File: src/rtl/demux_1x4_stream_pkg.sv
// Shared types for the 1:4 stream demux: channel indices, slot states, stats width.
// Latency: n/a. Backpressure: n/a.
package demux_pkg;

  localparam int CH_NUM = 4;
  localparam int SEL_W  = 2;
  localparam int CNT_W  = 16;

  typedef enum logic [SEL_W-1:0] {
    CH_A = 2'd0,
    CH_B = 2'd1,
    CH_C = 2'd2,
    CH_D = 2'd3
  } ch_e;

  typedef enum logic {
    SLOT_EMPTY = 1'b0,
    SLOT_FULL  = 1'b1
  } slot_state_e;

  function automatic logic [CH_NUM-1:0] sel_onehot(input logic [SEL_W-1:0] sel);
    logic [CH_NUM-1:0] v;
    v      = '0;
    v[sel] = 1'b1;
    return v;
  endfunction

endpackage

File: src/rtl/demux_1x4_stream_if.sv
// Stream bundle for the 1:4 demux: one upstream port and four downstream channels.
// Latency: n/a. Backpressure: valid/ready on the input and on every channel.
interface demux_1x4_stream_if #(
  parameter int DATA_W = 8
) ();

  logic [1:0]        sel_in;
  logic [DATA_W-1:0] data_in;
  logic              valid_in;
  logic              ready_out;
  logic [DATA_W-1:0] a_out;
  logic [DATA_W-1:0] b_out;
  logic [DATA_W-1:0] c_out;
  logic [DATA_W-1:0] d_out;
  logic [3:0]        valid_out;
  logic [3:0]        ready_in;

  // Upstream producer plus downstream consumers.
  modport master (
    output sel_in, data_in, valid_in, ready_in,
    input  ready_out, a_out, b_out, c_out, d_out, valid_out
  );

  modport slave (
    input  sel_in, data_in, valid_in, ready_in,
    output ready_out, a_out, b_out, c_out, d_out, valid_out
  );

endinterface

File: src/rtl/demux_1x4_stream_slot.sv
// One-entry registered output slot; optional drain counter under DEMUX_1X4_STATS_EN.
// Latency: 1 cycle load-to-valid. Backpressure: holds data/valid until rdy; reloads on same-cycle drain.
module demux_slot
  import demux_pkg::*;
#(
  parameter int DATA_W = 8
) (
  input  logic              clk,
  input  logic              rst,
  input  logic              load,
  input  logic [DATA_W-1:0] load_dat,
  input  logic              rdy,
  output logic [DATA_W-1:0] dat,
  output logic              vld,
  output logic              drained
`ifdef DEMUX_1X4_STATS_EN
  ,
  output logic [CNT_W-1:0]  cnt
`endif
);

  slot_state_e       state_q;
  slot_state_e       state_d;
  logic [DATA_W-1:0] dat_q;

  assign vld     = (state_q == SLOT_FULL);
  assign drained = vld && rdy;
  assign dat     = dat_q;

  always_ff @(posedge clk) begin
    if (rst) begin
      state_q <= SLOT_EMPTY;
    end else begin
      state_q <= state_d;
    end
  end

  // A load while FULL is only offered by the top when the slot drains that cycle.
  always_comb begin
    state_d = state_q;
    case (state_q)
      SLOT_EMPTY: if (load) state_d = SLOT_FULL;
      SLOT_FULL:  if (drained && !load) state_d = SLOT_EMPTY;
      default:    state_d = SLOT_EMPTY;
    endcase
  end

  // Data holds its last value once drained.
  always_ff @(posedge clk) begin
    if (rst) begin
      dat_q <= '0;
    end else if (load) begin
      dat_q <= load_dat;
    end
  end

`ifdef DEMUX_1X4_STATS_EN
  always_ff @(posedge clk) begin
    if (rst) begin
      cnt <= '0;
    end else if (drained) begin
      cnt <= cnt + 1'b1;
    end
  end
`endif

endmodule

File: src/rtl/demux_1x4_stream.sv
// 1:4 stream demux routing each word by sel_in to a one-entry slot per channel; DEMUX_1X4_STATS_EN adds cnt_out.
// Latency: 1 cycle. Backpressure: ready_out drops only when the addressed slot is full and stalled.
module demux_1x4_stream
  import demux_pkg::*;
#(
  parameter int DATA_W = 8
) (
  input  logic                    clk_in,
  input  logic                    rst_in,
  demux_1x4_stream_if.slave       bus
`ifdef DEMUX_1X4_STATS_EN
  ,
  output logic [CH_NUM*CNT_W-1:0] cnt_out
`endif
);

  logic [DATA_W-1:0] slot_dat [CH_NUM];
  logic [CH_NUM-1:0] slot_vld;
  logic [CH_NUM-1:0] slot_drained;
  logic [CH_NUM-1:0] load;
  logic              ready;
  logic              accept;
`ifdef DEMUX_1X4_STATS_EN
  logic [CNT_W-1:0]  slot_cnt [CH_NUM];
`endif

  // A full slot can take a new word only in the cycle it drains; never depends on valid_in.
  assign ready  = !rst_in && (!slot_vld[bus.sel_in] || slot_drained[bus.sel_in]);
  assign accept = bus.valid_in && ready;
  assign load   = accept ? sel_onehot(bus.sel_in) : '0;

  for (genvar i = 0; i < CH_NUM; i++) begin : g_slot
    demux_slot #(
      .DATA_W (DATA_W)
    ) u_slot (
      .clk      (clk_in),
      .rst      (rst_in),
      .load     (load[i]),
      .load_dat (bus.data_in),
      .rdy      (bus.ready_in[i]),
      .dat      (slot_dat[i]),
      .vld      (slot_vld[i]),
      .drained  (slot_drained[i])
`ifdef DEMUX_1X4_STATS_EN
      ,
      .cnt      (slot_cnt[i])
`endif
    );
`ifdef DEMUX_1X4_STATS_EN
    assign cnt_out[i*CNT_W +: CNT_W] = slot_cnt[i];
`endif
  end

  assign bus.ready_out = ready;
  assign bus.valid_out = slot_vld;
  assign bus.a_out     = slot_dat[CH_A];
  assign bus.b_out     = slot_dat[CH_B];
  assign bus.c_out     = slot_dat[CH_C];
  assign bus.d_out     = slot_dat[CH_D];

  // Upstream must hold a stalled word until it is taken.
  a_stall_stable: assert property (
    @(posedge clk_in) disable iff (rst_in)
    (bus.valid_in && !ready) |=> (bus.valid_in && $stable(bus.sel_in) && $stable(bus.data_in))
  );

  a_one_load: assert property (
    @(posedge clk_in) disable iff (rst_in) $onehot0(load)
  );

endmodule

File: src/flat_wrapper.sv
// flat-port wrapper written by rule: the top's interface ports become plain ports
module demux_1x4_stream_flat import demux_pkg::*;
#(
  parameter int DATA_W = 8
)
  (clk_in, rst_in, bus_sel_in, bus_data_in, bus_valid_in, bus_ready_in, bus_ready_out, bus_a_out, bus_b_out, bus_c_out, bus_d_out, bus_valid_out);
  demux_1x4_stream_if #(.DATA_W(DATA_W)) bus_i ();
  input  logic clk_in;
  input  logic rst_in;
  input wire logic [$bits(bus_i.sel_in)-1:0] bus_sel_in;
  input wire logic [$bits(bus_i.data_in)-1:0] bus_data_in;
  input wire logic [$bits(bus_i.valid_in)-1:0] bus_valid_in;
  input wire logic [$bits(bus_i.ready_in)-1:0] bus_ready_in;
  output wire logic [$bits(bus_i.ready_out)-1:0] bus_ready_out;
  output wire logic [$bits(bus_i.a_out)-1:0] bus_a_out;
  output wire logic [$bits(bus_i.b_out)-1:0] bus_b_out;
  output wire logic [$bits(bus_i.c_out)-1:0] bus_c_out;
  output wire logic [$bits(bus_i.d_out)-1:0] bus_d_out;
  output wire logic [$bits(bus_i.valid_out)-1:0] bus_valid_out;
  assign bus_i.sel_in = bus_sel_in;
  assign bus_i.data_in = bus_data_in;
  assign bus_i.valid_in = bus_valid_in;
  assign bus_i.ready_in = bus_ready_in;
  assign bus_ready_out = bus_i.ready_out;
  assign bus_a_out = bus_i.a_out;
  assign bus_b_out = bus_i.b_out;
  assign bus_c_out = bus_i.c_out;
  assign bus_d_out = bus_i.d_out;
  assign bus_valid_out = bus_i.valid_out;
  demux_1x4_stream #(.DATA_W(DATA_W)) u_core (.clk_in(clk_in), .rst_in(rst_in), .bus(bus_i));
endmodule
File: config.mk
export PLATFORM = sky130hd
export DESIGN_NAME = demux_1x4_stream_flat
export DESIGN_NICKNAME = d
export VERILOG_FILES = /design/src/rtl/demux_1x4_stream_pkg.sv /design/src/rtl/demux_1x4_stream_if.sv /design/src/rtl/demux_1x4_stream_slot.sv /design/src/rtl/demux_1x4_stream.sv /design/src/flat_wrapper.sv
export SDC_FILE = /design/constraint.sdc
export NUM_CORES = 1
export LEC_CHECK = 0
export CAP_MARGIN = 20
export CORE_ASPECT_RATIO = 2
export CORE_MARGIN = 2
export CORE_UTILIZATION = 45
export DETAILED_ROUTE_END_ITERATION = 8
export GPL_TIMING_DRIVEN = 0
export PLACE_DENSITY = 0.77
export SYNTH_ARGS = -nofsm -noshare
export SYNTH_HDL_FRONTEND = slang
export SYNTH_SLANG_ARGS = --single-unit
File: constraint.sdc
create_clock -name clk_in -period 4.3 [get_ports clk_in]
set_input_delay 1.075 -clock clk_in [delete_from_list [all_inputs] [get_ports clk_in]]
set_output_delay 1.075 -clock clk_in [all_outputs]
set_load 0.02 [all_outputs]
==> reports/qor.yml, run 1 <==
outcome:
  status: "completed"
drt:
  drtAntennaViolNets: 0
  avgRoutedWirePerCell_um: 15.5
  vias: 1708
  drc: 0
  firstDrtPassIters: 4
  viasPerCell: 5.83
  drtIter0Drc: 59
  routed_wl_um: 4550
yosys:
  syn-num-nets: 203
  ys_warn_count: 0
  synth_area_per_cell_um2: 9.03
  synth_area_leaders: "dfxtp_1 (43%), nand4_1 (12%), o311ai_0 (7.3%)"
  synth_top_cell_area_share_pct: 42.9
  synthDistinctLibCells: 26
  ys_seq_area_share_pct: 42.9
  syn_area_mm2: 0.00168
  synth_largest_area_cell: "dfxtp_1"
  synth_seq_cells: 36
  synthCells: 186
timing:
  grt_setup_unrepaired: "no"
  hold_violations: 0
  slew_headroom_pct: 65.0
  layout_min_cycle_time_ns: 4.16
  max_freq_ghz: 0.240
  drv_slew: 0
  worstMarginPinSlew_ns: 0.526
  setup-tns-final_ns: 0
  fin_crit_sh_pct: 96.7
  setup_viol: 0
  finClkSkew_ns: 0.00168
critical_path:
  critical_path_peak_fanout: 9
  crit_path_end_kind: "output port"
  critPathLaunchType: "input port"
  critPathArrivalTime_ns: 3.08
  crit_type: "input port to output port"
  required_ns: 3.22
layout:
  fin_area_mm2: 0.00233
  area_growth_pct: 38.6
  stdcell_count: 293
  final_nets: 261
  ff_latch_area_um2: 721
  multi_input_area_um2: 800
  utilization_pct: 64.6
  final_layout_size_suffix_gt1_share_pct: 10.2
  fill_cells: 338
  antennaDiodeCount: 0
clock_tree:
  cts_buffers: 5
  cts_resized: 0
  cts_max_path_buffers: 2
  cts_hold_buf: 0
  cts_tree: "done"
  h-tree-depth: 2
  cts.sinks: 36
  root_buffer: "clkbuf_8"
  clk_pin_slew_worst_paths_ns: 0.06
  insertion_delay_ns: 0.28
  post_cts_buffers: 0
place:
  place.gp.congestion: 0.855
  port_buffers: 51
  dp_cells: 286
  place_area_mm2: 0.00225
  dp_hpwl_um: 3340
floorplanning:
  dieHeight_um: 90.4
  die_x_um: 47.2
  coreArea_mm2: 0.00361
  ioPinCount: 54
  die_area_mm2: 0.00427
  rows: 31
  start_util_pct: 46.6
grt:
  overflow: 0
  grt_start_max_net_pins: 11
  antenna_found_initial: 0
  grt_pass1_wl_um: 7460
  grt_use_total_pct: 23.8
  grt_pass1_vias: 1579
flow_run:
  maxCapViolations: 0
pwr:
  power_leakage_nw: 0.826
  ir_drop_uv: 256
  power_density_mw_per_mm2: 292
min_path:
  hold_path.class: "register to register"
path summary, 6_finish.rpt:
kind | from | endpoint | slack [ns] | depth (start not counted)
max | bus_ready_in[1] | bus_ready_out | 0.14 | 6
min | u_core.g_slot[1].u_slot.dat[0] | u_core.g_slot[1].u_slot.dat[0] | 0.47 | 2
max reg2reg | u_core.g_slot[1].u_slot.vld | u_core.g_slot[1].u_slot.dat[2] | 3.03 | 4
min reg2reg | u_core.g_slot[1].u_slot.dat[0] | u_core.g_slot[1].u_slot.dat[0] | 0.47 | 2
cell families after synthesis:
| family | Yosys count | synth area share [%] |
|---|---|---|
| buffers and inverters | 32 | 9.53 |
| and+or+nand+nor | 65 | 22.1 |
| muxes | 1 | 1.34 |
| AOI/OAI and AO/OA | 52 | 24.1 |
| DFF | 36 | 42.9 |
Yosys cell counts, drive strengths merged:
cell     n
dfxtp   36
nand4   32
a21oi   20
clkbuf  17
nand2   16
o311ai  16
o31ai   16
buf     12
nand2b   4
nand3    4
nor2b    4
inv      2
and3b    1
clkinv   1
mux4     1
nand3b   1
nor2     1
nor3b    1
or3b     1
through the flow:
stage	setup WS [ns]	hold slack, ns	total power, mW
6_report	0.140	0.471	0.679
5_1_grt	0.0695	0.493	0.712
4_1_cts	0.147	0.477	0.683
3_5_place_dp	0.143	0.464	0.463
3_3_place_gp	0.146	0.462	0.462
2_1_floorplan	1.15	0.543	0.411
placed cells by master (no fill, tap or decap), types with 5 or more instances in the layout:
master	Yosys	layout
a21oi_1	20	20
clkbuf_8	0	5
nand4_1	32	32
buf_2	5	5
clkdlybuf4s50_1	0	51
dfxtp_1	36	36
nand2_1	16	16
o31ai_1	12	12
o311ai_0	14	14
clkbuf_1	17	18
sequential cells by signal, summed over array words and instances, names as in the netlist:
register and count:
u_core.g_slot.u_slot.vld 4, u_core.g_slot.u_slot.dat 32
power breakdown:
part           internal, mW  total (mW)  switching [mW]
registers             0.343       0.349         0.00543
logic                0.0459       0.107          0.0616
clock network         0.110       0.223           0.113
worst max-delay path, stage by stage:
cell,delay (ns)
clkdlybuf4s50_1,0.47
nor2b_1,0.05
clkbuf_1,0.24
mux4_2,0.52
nor2_1,0.11
clkdlybuf4s50_1,0.61
per-layer routing:
metal | global-route usage [%] | up-vias | wire length, um
li1 | - | 828 | -
met1 | 29.9 | 803 | 1770
met2 | 36.2 | 63 | 2360
met3 | 4.60 | 14 | 233
met4 | 13.4 | 0 | 187
met5 | 0 | - | 0
area by class of cell:
cell class              instances  area share [%]
flip-flops and latches         36            30.9
well taps                      49            2.63
repair buffers                 51            21.9
clock inverters                 1           0.215
plain buffers                  29            6.39
clock buffers                   6            3.11
multi-input cells             118            34.3
inverters                       3           0.483
Note: power is estimated with default switching activity, not from simulation.
==> run 2: changes to the inputs <==
--- a/config.mk
+++ b/config.mk
@@ -6,11 +6,11 @@
 export NUM_CORES = 1
 export LEC_CHECK = 0
 export CAP_MARGIN = 20
-export CORE_ASPECT_RATIO = 2
 export CORE_MARGIN = 2
 export CORE_UTILIZATION = 45
 export DETAILED_ROUTE_END_ITERATION = 8
 export GPL_TIMING_DRIVEN = 0
+export MAX_ROUTING_LAYER = met4
 export PLACE_DENSITY = 0.77
 export SYNTH_ARGS = -nofsm -noshare
 export SYNTH_HDL_FRONTEND = slang
==> reports/qor.yml, run 2 (same netlist as run 1, synthesis figures left out) <==
outcome:
  status: "completed"
floorplanning:
  coreArea_mm2: 0.00363  # +0.73%
  die_x_um: 65.1  # +38%
  dieHeight_um: 65.1  # -28%
  die_area_mm2: 0.00424  # -0.70%
  start_util_pct: 46.2  # -0.34 points
  ioPinCount: 54  # unchanged
  rows: 22  # -29%
clock_tree:
  root_buffer: "clkbuf_8"
  post_cts_buffers: 0  # unchanged
  cts_resized: 0  # unchanged
  cts_max_path_buffers: 2  # unchanged
  clk_pin_slew_worst_paths_ns: 0.06  # about the same
  cts_buffers: 5  # unchanged
  insertion_delay_ns: 0.29  # about the same
  cts.sinks: 36  # unchanged
  cts_tree: "done"
  cts_hold_buf: 0  # unchanged
  h-tree-depth: 2  # unchanged
layout:
  final_cell_mix: "clkdlybuf4s50_1 (51), dfxtp_1 (36), nand4_1 (32), a21oi_1 (20), clkbuf_1 (19)"
  layout_commonest_cell: "clkdlybuf4s50_1"
  ff_latch_area_um2: 721  # unchanged
  final_nets: 261  # unchanged
  multi_input_area_um2: 800  # unchanged
  area_growth_pct: 39.3
  final_layout_size_suffix_gt1_share_pct: 10.2  # -0.042 points
  largest_reg_flops: 32  # unchanged
  fill_cells: 341  # +0.89%
  antennaDiodeCount: 0  # unchanged
grt:
  grt_start_max_net_pins: 11  # unchanged
  grt_use_total_pct: 23.9  # +0.068 points
  grt_pass1_wl_um: 7580  # +1.7%
  grt_pass1_vias: 1515  # -4.1%
  overflow: 0  # unchanged
  antenna_found_initial: 0  # unchanged
timing:
  max_freq_ghz: 0.239  # -0.52%
  setup-tns-final_ns: 0  # unchanged
  hold_violations: 0  # unchanged
  setup_viol: 0  # unchanged
  drv_slew: 0  # unchanged
  grt_setup_unrepaired: "no"
  worstMarginPinSlew_ns: 0.520  # -0.00560 ns
  fin_crit_sh_pct: 97.2  # +0.51 points
  layout_min_cycle_time_ns: 4.18  # +0.0219 ns
  setup_slack_ns: 0.119  # -0.0219 ns
  slew_headroom_pct: 65.3  # +0.37 points
  finClkSkew_ns: 0.00198  # +0.000301 ns
place:
  place.gp.congestion: 0.855  # unchanged
  dp_hpwl_um: 3190  # -4.6%
  place_ws_ns: 0.138  # -0.00579 ns
  port_buffers: 51  # unchanged
critical_path:
  critPathLaunchType: "input port"
  critPathArrivalTime_ns: 3.11  # +0.03 ns
  worst_r2r_endpoint: "u_core.g_slot[2].u_slot.dat[5]"
  rr_worst_depth: 4  # unchanged
  required_ns: 3.22  # about the same
  rr_startpoint: "u_core.g_slot[2].u_slot.vld"
  r2r_setup_slack_ns: 3.02  # about the same
  crit_path_end_kind: "output port"
  critical_path_peak_fanout: 9  # unchanged
  startpoint: "bus_ready_in[1]"
  crit_type: "input port to output port"
min_path:
  worstHoldEndpoint: "u_core.g_slot[1].u_slot.dat[0]"
  hold_path.class: "register to register"
  worstHoldPathCells: 2  # unchanged
  min-delay-start: "u_core.g_slot[1].u_slot.dat[0]"
pwr:
  finalPower_mw: 0.702  # +3.3%
  p_seq_share_pct: 49.7  # -1.6 points
  ir_drop_uv: 139  # -46%
  power_density_mw_per_mm2: 300  # +2.8%
  p_sw_share_pct: 25.9  # -0.57 points
  p_int_mw: 0.520  # +4.1%
  comb_power_share_pct: 15.4  # -0.4 points
  power_leakage_nw: 0.831  # +0.54%
  clockPowerShare_pct: 34.9  # +2.1 points
  p_switching_mw: 0.182  # +1.1%
flow_run:
  maxCapViolations: 0  # unchanged
drt:
  avgRoutedWirePerCell_um: 15.5  # +0.13%
  firstDrtPassIters: 4  # unchanged
  drtAntennaViolNets: 0  # unchanged
  vias: 1674  # -2.0%
  viasPerCell: 5.71  # -2.0%
  drc: 0  # unchanged
  drtIter0Drc: 125  # +110%
  routed_wl_um: 4550  # +0.13%
run 2: area by class of cell:
class / count / area share, %
multi-input combinational: 118 / 34.2
sequential: 36 / 30.8
tap: 48 / 2.57
clock buffer: 8 / 3.85
inverter: 3 / 0.481
timing repair buffer: 51 / 21.8
buffer: 29 / 6.36
run 2: through the flow:
step           std cells  area (um2)  hold slack (ns)  utilization [%]
6_report             293        2340            0.472             64.4
5_1_grt              293        2340            0.496             64.4
4_1_cts              293        2340            0.477             64.4
3_5_place_dp         285        2250            0.463             61.9
3_3_place_gp         285        2250            0.461             61.9
2_1_floorplan        186        1680            0.543                -
run 2: routing by layer:
layer	global-route usage (%)	vias to the layer above	wire length, um
li1	-	827	-
met1	33.4	771	2070
met2	34.9	70	2040
met3	6.16	6	397
met4	5.47	0	46
met5	-	-	0
run 2: how the worst max path moves through the flow:
stage / slack, ns / end
2_1_floorplan: 1.15 / bus_ready_out
3_3_place_gp: 0.11 / bus_ready_out
3_5_place_dp: 0.14 / bus_ready_out
4_1_cts: 0.12 / bus_ready_out
5_1_grt: 0.07 / bus_ready_out
6_report: 0.12 / bus_ready_out
run 2: power groups by stage:
stage               sequential [mW]  clock, mW  combinational (mW)
floorplan                     0.366          0              0.0453
global placement              0.356          0               0.106
detailed placement            0.357          0               0.106
CTS                           0.349      0.251               0.107
global route                  0.350      0.270               0.115
finish                        0.349      0.245               0.108
run 2: worst max-delay path: stages:
cell and delay, ns:
clkdlybuf4s50_1 0.47, nor2b_1 0.04, clkbuf_1 0.24, mux4_2 0.52, nor2_1 0.14, clkdlybuf4s50_1 0.62
==> run 3: changes to the inputs <==
--- a/config.mk
+++ b/config.mk
@@ -8,6 +8,8 @@
 export CAP_MARGIN = 20
 export CORE_MARGIN = 2
 export CORE_UTILIZATION = 45
+export CTS_BUF_LIST = sky130_fd_sc_hd__clkbuf_8
+export CTS_CLUSTER_SIZE = 10
 export DETAILED_ROUTE_END_ITERATION = 8
 export GPL_TIMING_DRIVEN = 0
 export MAX_ROUTING_LAYER = met4
==> reports/qor.yml, run 3 (same netlist as run 1, synthesis figures left out) <==
outcome:
  status: "completed"
critical_path:
  crit_type: "input port to output port"
  slowest_delay_ns: 0.62  # about the same
  required_ns: 3.22  # about the same
  rr_startpoint: "u_core.g_slot[2].u_slot.vld"
  rr_worst_depth: 4  # unchanged
  r2r_setup_slack_ns: 3.03  # about the same
  crit_path_end_kind: "output port"
  cpMostUsedCell: "clkdlybuf4s50_1"
  crit_buf_inv: 3  # unchanged
  critical_path.top_delay_family: "buffers and inverters"
  critPathArrivalTime_ns: 3.10  # about the same
  critical_path_peak_fanout: 9  # unchanged
  worstPathCellList: "clkdlybuf4s50_1, nor2b_1, clkbuf_1, mux4_2, nor2_1, clkdlybuf4s50_1"
  worst_r2r_endpoint: "u_core.g_slot[2].u_slot.dat[5]"
  cp_slowest_cell: "clkdlybuf4s50_1"
  critPathLaunchType: "input port"
min_path:
  worstHoldPathCells: 2  # unchanged
  worstHoldEndpoint: "u_core.g_slot[1].u_slot.dat[0]"
  min-delay-start: "u_core.g_slot[1].u_slot.dat[0]"
  hold_path.class: "register to register"
clock_tree:
  clk_pin_slew_worst_paths_ns: 0.06  # about the same
  root_buffer: "clkbuf_8"
  h-tree-depth: 2  # unchanged
  post_cts_buffers: 0  # unchanged
  cts_resized: 0  # unchanged
  cts_hold_buf: 0  # unchanged
  insertion_delay_ns: 0.29  # about the same
  cts_tree: "done"
  cts.sinks: 36  # unchanged
  cts_max_path_buffers: 2  # unchanged
  cts_buffers: 5  # unchanged
layout:
  final_nets: 261  # unchanged
  utilization_pct: 64.4  # unchanged
  area_growth_pct: 39.3  # unchanged
  antennaDiodeCount: 0  # unchanged
  final_cell_mix: "clkdlybuf4s50_1 (51), dfxtp_1 (36), nand4_1 (32), a21oi_1 (20), clkbuf_1 (17)"
  final_layout_size_suffix_gt1_share_pct: 10.2  # unchanged
  fin_area_mm2: 0.00234  # unchanged
  fill_cells: 341  # unchanged
  layout_commonest_cell: "clkdlybuf4s50_1"
  largest_reg_flops: 32  # unchanged
  multi_input_area_um2: 800  # unchanged
  ff_latch_area_um2: 721  # unchanged
timing:
  layout_min_cycle_time_ns: 4.18  # -0.00415 ns
  drv_slew: 0  # unchanged
  grt_setup_unrepaired: "no"
  finClkSkew_ns: 0.00182  # -0.000169 ns
  max_freq_ghz: 0.239  # about the same
  setup-tns-final_ns: 0  # unchanged
  slew_headroom_pct: 65.4  # about the same
  fin_crit_sh_pct: 97.1  # about the same
  setup_viol: 0  # unchanged
  worstMarginPinSlew_ns: 0.519  # -0.000492 ns
  holdWs_ns: 0.472  # +0.0000190 ns
  hold_violations: 0  # unchanged
grt:
  grt_pass1_wl_um: 7580  # unchanged
  overflow: 0  # unchanged
  grt_start_max_net_pins: 11  # unchanged
  grt_use_total_pct: 23.9  # unchanged
  grt_pass1_vias: 1515  # unchanged
  antenna_found_initial: 0  # unchanged
drt:
  drc: 0  # unchanged
  drtIter0Drc: 118  # -5.6%
  viasPerCell: 5.73  # +0.24%
  drtAntennaViolNets: 0  # unchanged
  firstDrtPassIters: 4  # unchanged
  avgRoutedWirePerCell_um: 15.7  # +0.70%
  routed_wl_um: 4590  # +0.70%
  vias: 1678  # +0.24%
place:
  dp_hpwl_um: 3190  # unchanged
  port_buffers: 51  # unchanged
  place.gp.congestion: 0.855  # unchanged
  place_area_mm2: 0.00225  # unchanged
pwr:
  power_density_mw_per_mm2: 298  # -0.65%
  power_leakage_nw: 0.839  # +1.0%
  finalPower_mw: 0.697  # -0.65%
  ir_drop_uv: 136  # -2.2%
floorplanning:
  ioPinCount: 54  # unchanged
  rows: 22  # unchanged
  die_x_um: 65.1  # unchanged
  coreArea_mm2: 0.00363  # unchanged
  start_util_pct: 46.2  # unchanged
  die_area_mm2: 0.00424  # unchanged
  dieHeight_um: 65.1  # unchanged
flow_run:
  maxCapViolations: 0  # unchanged
==> run 3: where the power goes <==
group	internal [mW]	switching, mW
logic	0.0459	0.0621
registers	0.343	0.00567
clock network	0.126	0.115
total	0.515	0.182
==> run 3: final cells by class <==
cell class                      count  share of cell area, %
Tap cell                           48                   2.57
Buffer                             29                   6.36
Clock buffer                        6                   3.53
Sequential cell                    36                   30.8
Timing Repair Buffer               51                   21.8
Multi-Input combinational cell    118                   34.2
Inverter                            3                  0.481
Clock inverter                      2                  0.321
==> run 3: metal layers <==
metal  share of wire (%)  routed length (um)  track usage (%)  vias to the layer above
li1                    -                   -                -                      830
met1                  45                2070             33.4                      769
met2                  45                2070             34.9                       73
met3                 8.6                 393             6.16                        6
met4                 1.0                  46             5.47                        0
met5                   0                   0                -                        -
==> run 3: through the flow <==
stage | setup slack, ns | cells
2_1_floorplan | 1.15 | 186
3_3_place_gp | 0.115 | 285
3_5_place_dp | 0.138 | 285
4_1_cts | 0.124 | 293
5_1_grt | 0.0716 | 293
6_report | 0.123 | 293
==> run 3: worst max-delay path by stage <==
stage | from | endpoint | slack [ns] | cells after the start
floorplan | bus_ready_in[1] | bus_ready_out | 1.15 | 4
global placement | bus_ready_in[1] | bus_ready_out | 0.11 | 6
detailed placement | bus_ready_in[1] | bus_ready_out | 0.14 | 6
CTS | bus_ready_in[1] | bus_ready_out | 0.12 | 6
global route | bus_ready_in[1] | bus_ready_out | 0.07 | 6
finish | bus_ready_in[1] | bus_ready_out | 0.12 | 6
==> run 3: worst min-delay path, delay by kind of cell, from the launching register on <==
kind	cells	cell delay [ns]
flip-flops	1	0.31
AO/OA/AOI/OAI	2	0.12
